--- config.mk ---
export PLATFORM = sky130hd
export DESIGN_NAME = fifo_wr_arbiter
export DESIGN_NICKNAME = d
export VERILOG_FILES = /design/src/rtl/fifo_wr_arbiter.sv
export SDC_FILE = /design/constraint.sdc
export NUM_CORES = 1
export LEC_CHECK = 0
export ABC_AREA = 0
export CORE_ASPECT_RATIO = 1.1
export CORE_MARGIN = 2
export CORE_UTILIZATION = 40
export CTS_CLUSTER_DIAMETER = 150
export DETAILED_ROUTE_END_ITERATION = 10
export PLACE_DENSITY = 0.85
export SYNTH_ARGS = -nofsm -noshare
export SYNTH_HDL_FRONTEND = slang
export SYNTH_SLANG_ARGS = --single-unit
--- constraint.sdc ---
create_clock -name clock -period 3.8 [get_ports clock]
set_input_delay 0.57 -clock clock [delete_from_list [all_inputs] [get_ports clock]]
set_output_delay 0.57 -clock clock [all_outputs]
set_load 0.005 [all_outputs]
--- src/rtl/fifo_wr_arbiter.sv ---
// Round-robin arbiter funnelling NUM_REQ producers into one FIFO write port, one write per 3-cycle slot.
// Optional stall counter enabled by defining FIFO_WR_ARBITER_STALL_CNT_EN.
module fifo_wr_arbiter #(
  parameter int DATA_WIDTH = 8,
  parameter int NUM_REQ    = 4
) (
  input  logic                          clock,
  input  logic                          reset,
  input  logic [NUM_REQ-1:0]            req,
  input  logic [NUM_REQ*DATA_WIDTH-1:0] req_data,
  input  logic                          fifo_full,
  output logic [NUM_REQ-1:0]            gnt,
  output logic                          write_en,
  output logic [DATA_WIDTH-1:0]         data_in,
`ifdef FIFO_WR_ARBITER_STALL_CNT_EN
  output logic [15:0]                   stall_cnt,
`endif
  output logic                          busy
);

  localparam int IDX_W = (NUM_REQ > 1) ? $clog2(NUM_REQ) : 1;

  typedef enum logic [1:0] {IDLE, GRANT, SETTLE} state_t;

  state_t                  state_reg, state_next;
  logic [IDX_W-1:0]        last_gnt_reg;
  logic [IDX_W-1:0]        sel_idx;
  logic                    sel_valid;
  logic                    take;
  logic [NUM_REQ-1:0]      gnt_reg;
  logic                    write_en_reg;
  logic [DATA_WIDTH-1:0]   data_in_reg;
  logic [DATA_WIDTH-1:0]   words [NUM_REQ];

  generate
    for (genvar gi = 0; gi < NUM_REQ; gi++) begin : g_unpack
      assign words[gi] = req_data[gi*DATA_WIDTH +: DATA_WIDTH];
    end
  endgenerate

  // Scan offsets from farthest to nearest so the nearest requester after last_gnt wins.
  always_comb begin
    logic [IDX_W:0] cand;
    cand      = '0;
    sel_idx   = '0;
    sel_valid = 1'b0;
    for (int k = NUM_REQ - 1; k >= 0; k--) begin
      cand = {1'b0, last_gnt_reg} + (IDX_W+1)'(k + 1);
      if (cand >= (IDX_W+1)'(NUM_REQ))
        cand = cand - (IDX_W+1)'(NUM_REQ);
      if (req[cand[IDX_W-1:0]]) begin
        sel_idx   = cand[IDX_W-1:0];
        sel_valid = 1'b1;
      end
    end
  end

  assign take = (state_reg == IDLE) && !fifo_full && sel_valid;

  always_ff @(posedge clock) begin
    if (reset)
      state_reg <= IDLE;
    else
      state_reg <= state_next;
  end

  always_comb begin
    state_next = state_reg;
    case (state_reg)
      IDLE:    if (take) state_next = GRANT;
      GRANT:   state_next = SETTLE;
      SETTLE:  state_next = IDLE;
      default: state_next = IDLE;
    endcase
  end

  always_comb begin
    busy = (state_reg != IDLE);
  end

  // Grant, strobe and word are loaded at the selecting edge so they are registered outputs in GRANT.
  always_ff @(posedge clock) begin
    if (reset) begin
      gnt_reg      <= '0;
      write_en_reg <= 1'b0;
      data_in_reg  <= '0;
      last_gnt_reg <= IDX_W'(NUM_REQ - 1);
    end else begin
      write_en_reg <= take;
      gnt_reg      <= take ? ({{(NUM_REQ-1){1'b0}}, 1'b1} << sel_idx) : '0;
      if (take) begin
        data_in_reg  <= words[sel_idx];
        last_gnt_reg <= sel_idx;
      end
    end
  end

  assign gnt      = gnt_reg;
  assign write_en = write_en_reg;
  assign data_in  = data_in_reg;

`ifdef FIFO_WR_ARBITER_STALL_CNT_EN
  logic [15:0] stall_cnt_reg;

  always_ff @(posedge clock) begin
    if (reset)
      stall_cnt_reg <= '0;
    else if ((state_reg == IDLE) && (|req) && fifo_full && (stall_cnt_reg != 16'hFFFF))
      stall_cnt_reg <= stall_cnt_reg + 16'd1;
  end

  assign stall_cnt = stall_cnt_reg;
`endif

endmodule

==> impl_metrics.yaml <==
clock_tree:
  cts.sinks: 17
  clkTransAtPathRegs_ps: 90
  holdBufCountCts: 0
  cts_tree: "built"
  clockBufferDepth: 2
  root_buffer: "clkbuf_4"
  cts_resized: 0
  post_cts_buffers: 0
  htree_num_levels: 1
  insertion_delay_ps: 280
  cts_buffers: 3
critical_path:
  path_cells: "clkdlybuf4s50_1, nor3b_2, a311oi_4, nor3_4, nand3_1, o2111ai_1"
  r2r_slack_ps: 2000
  rr_endpoint: "data_in[1]"
  crit_required_ps: 4000
  cp_slowest_cell: "nor3_4"
  arrival_ps: 2440
  slowest_delay_ps: 630
  reg2reg_depth: 5
  cp_top_family: "simple AND/OR/NAND/NOR gates"
  critPathMaxFanout: 18
  timing.rr.start: "state_reg[1]"
  cp-end-kind: "flip-flop"
  crit_buf_inv: 1
  crit_type: "input port to flip-flop"
  start_kind: "input port"
sta:
  final.setup.tns_ps: 0
  post-route-period-util_pct: 58.80
  fin_crit_ps: 2234
  finalHoldViolations: 0
  setup_violations: 0
  clock.fmax_mhz: 447.6
  drv_slew: 0
  slew_headroom_pct: 48.11
  fin_skew_ps: 5.818
  worst_slew_pin_slew_ps: 775.8
  grt_setup_unrepaired: "no"
synth:
  post_synth_instance_area_um2: 939.7
  syn_inst: 95
  syn-num-nets: 134
  synthMuxAreaShare_pct: 8.522
  synthTopCellsByArea: "dfxtp_1, mux2i_1, nand3_2, o2111ai_1, nand3_1"
  synthDistinctLibCells: 28
  yosys.area.top_type_share_pct: 36.22
  avgSynthCellArea_um2: 9.891
  yosysWarnings: 0
  synth_top_cell_by_area: "dfxtp_1"
  ys_ff_latch: 17
  synthSimpleGateAreaFrac_pct: 33.02
  synth-compound-area-share_pct: 17.18
  synthAdderAreaFrac_pct: 0
  ys_seq_area_share_pct: 36.22
  synth_top_family_by_area: "simple AND/OR/NAND/NOR gates"
  synth_xor_area_share_pct: 0
hold_path:
  hp-start: "data_in[7]"
  hold_class: "flip-flop to flip-flop"
  whs_path_depth: 2
  hold_end: "data_in[7]"
layout:
  area_growth_pct: 58.32
  fill_cells: 178
  final_nets: 187
  n_antenna_cell: 0
  finalNonFillerCells: 177
  layout-drive-gt1-share_pct: 15.65
  largest_reg_flops: 8
place:
  place_inst: 173
  gp_congestion: 0.7728
  dp_hpwl_um: 1902
  portBuffers: 52
routing:
  ant_nets: 0
  drt_iter0_drc: 11
  first_pass_iters: 4
  drcViolationCount: 0
  wirelength_um: 2420
  avgRoutedWirePerCell_um: 13.67
  vias_per_cell: 5.124
  vias: 907
global_routing:
  antenna_found_initial: 0
  overflow: 0
  grt_usage_pct: 20.72
  grt_pass1_vias: 955
  grt_max_degree: 20
  grt_pass1_wl_um: 4271
flow_run:
  max_cap_violations: 0
floorplan:
  chipHeight_um: 54.84
  core_um2: 2230
  start_util_pct: 42.14
  die_area_um2: 2753
  fp.dieW_um: 50.21
  pin_count: 53
  fp-row-count: 18
pwr:
  power_density_nw_per_um2: 300.5
  leakage_nw: 0.5407
  vdd_drop_max_mv: 0.2008
status:
  status: "finished, final reports clean"
-- worst max path at each step --
stage / slack [ps] / to / startpoint / depth (start not counted)
after global routing: 1400 / data_in[5] / req[1] / 6
final: 1570 / data_in[1] / req[1] / 6
after floorplan: 2060 / data_in[0] / req[2] / 6
after global placement: 1380 / data_in[0] / req[1] / 6
after detailed placement: 1250 / data_in[1] / req[1] / 6
after CTS: 1540 / data_in[1] / req[1] / 6
-- worst register-to-register path, stage by stage, from the launching register on --
cell and delay [ps]:
dfxtp_1 350, nor3_4 280, nand2_4 120, nor3_4 660, nand3_1 180, o2111ai_1 140
-- cells in the mapped netlist --
library cell / n
buf_2: 2
nand2b_1: 3
or4_4: 1
nand3_2: 8
o21bai_1: 1
or2_1: 1
nand2_2: 1
a211o_1: 2
nand2_1: 8
a21oi_1: 2
mux2i_1: 8
dfxtp_1: 17
buf_6: 3
inv_1: 1
o21ai_2: 1
a211oi_2: 1
o2111ai_1: 8
nor3_1: 1
a21oi_2: 1
or2_2: 1
nor2_1: 8
nand2_4: 1
nand3_1: 8
nor3b_1: 1
nor3_4: 2
and2_1: 2
a311oi_4: 1
nor3b_2: 1
-- power by group --
group	leakage [nW]	internal [mW]	switching, mW	total [mW]
sequential	0.139	0.194	0.0106	0.205
combinational	0.386	0.0881	0.0613	0.149
clock	0.0150	0.0407	0.0521	0.0929
-- per-layer routing --
metal  share of wire (%)  wire (um)  vias to the layer above  track usage [%]
li1                    -          -                      457                -
met1                  41        996                      414            23.38
met2                  52       1263                       30            38.60
met3                 4.1         99                        6            2.459
met4                 2.5         60                        0            11.11
met5                   0          0                        -                0
-- layout make-up --
type	instances	area, um^2	share of cell area (%)
flip-flops and latches	17	340.3	22.88
repair buffers	53	528.0	35.49
multi-input cells	72	551.8	37.09
well taps	30	37.54	2.523
clock buffers	4	26.28	1.766
inverters	1	3.754	0.2523
-- metrics by stage --
step           cell area (um^2)  power (mW)  util, %  hold slack [ps]  setup WS (ps)
3_5_place_dp               1461      0.3591    65.54            453.6           1255
3_3_place_gp               1461      0.3543    65.54            443.8           1381
6_report                   1488      0.4471    66.72            474.9           1566
4_1_cts                    1488      0.4529    66.72            484.9           1542
5_1_grt                    1488      0.4761    66.72            522.7           1395
2_1_floorplan             939.7      0.2835        -            459.0           2059
-- cells by family after synthesis --
| kind of cell | Yosys count |
|---|---|
| AO/OA/AOI/OAI | 17 |
| multiplexers | 8 |
| AND/OR/NAND/NOR | 47 |
| buffers and inverters | 6 |
| flip-flops | 17 |
-- cell usage in the layout (no fill, tap or decap), types with 2 or more instances in the layout --
cell type        instances
nand2_1                  8
a211o_1                  2
a21oi_1                  2
o2111ai_1                8
clkbuf_4                 3
nand3_1                  8
mux2i_1                  8
nor3_4                   2
nand2b_1                 3
nor2_1                   8
nand3_2                  8
and2_1                   2
dfxtp_1                 17
clkdlybuf4s50_1         52
Power figures use the tool's default switching activity.
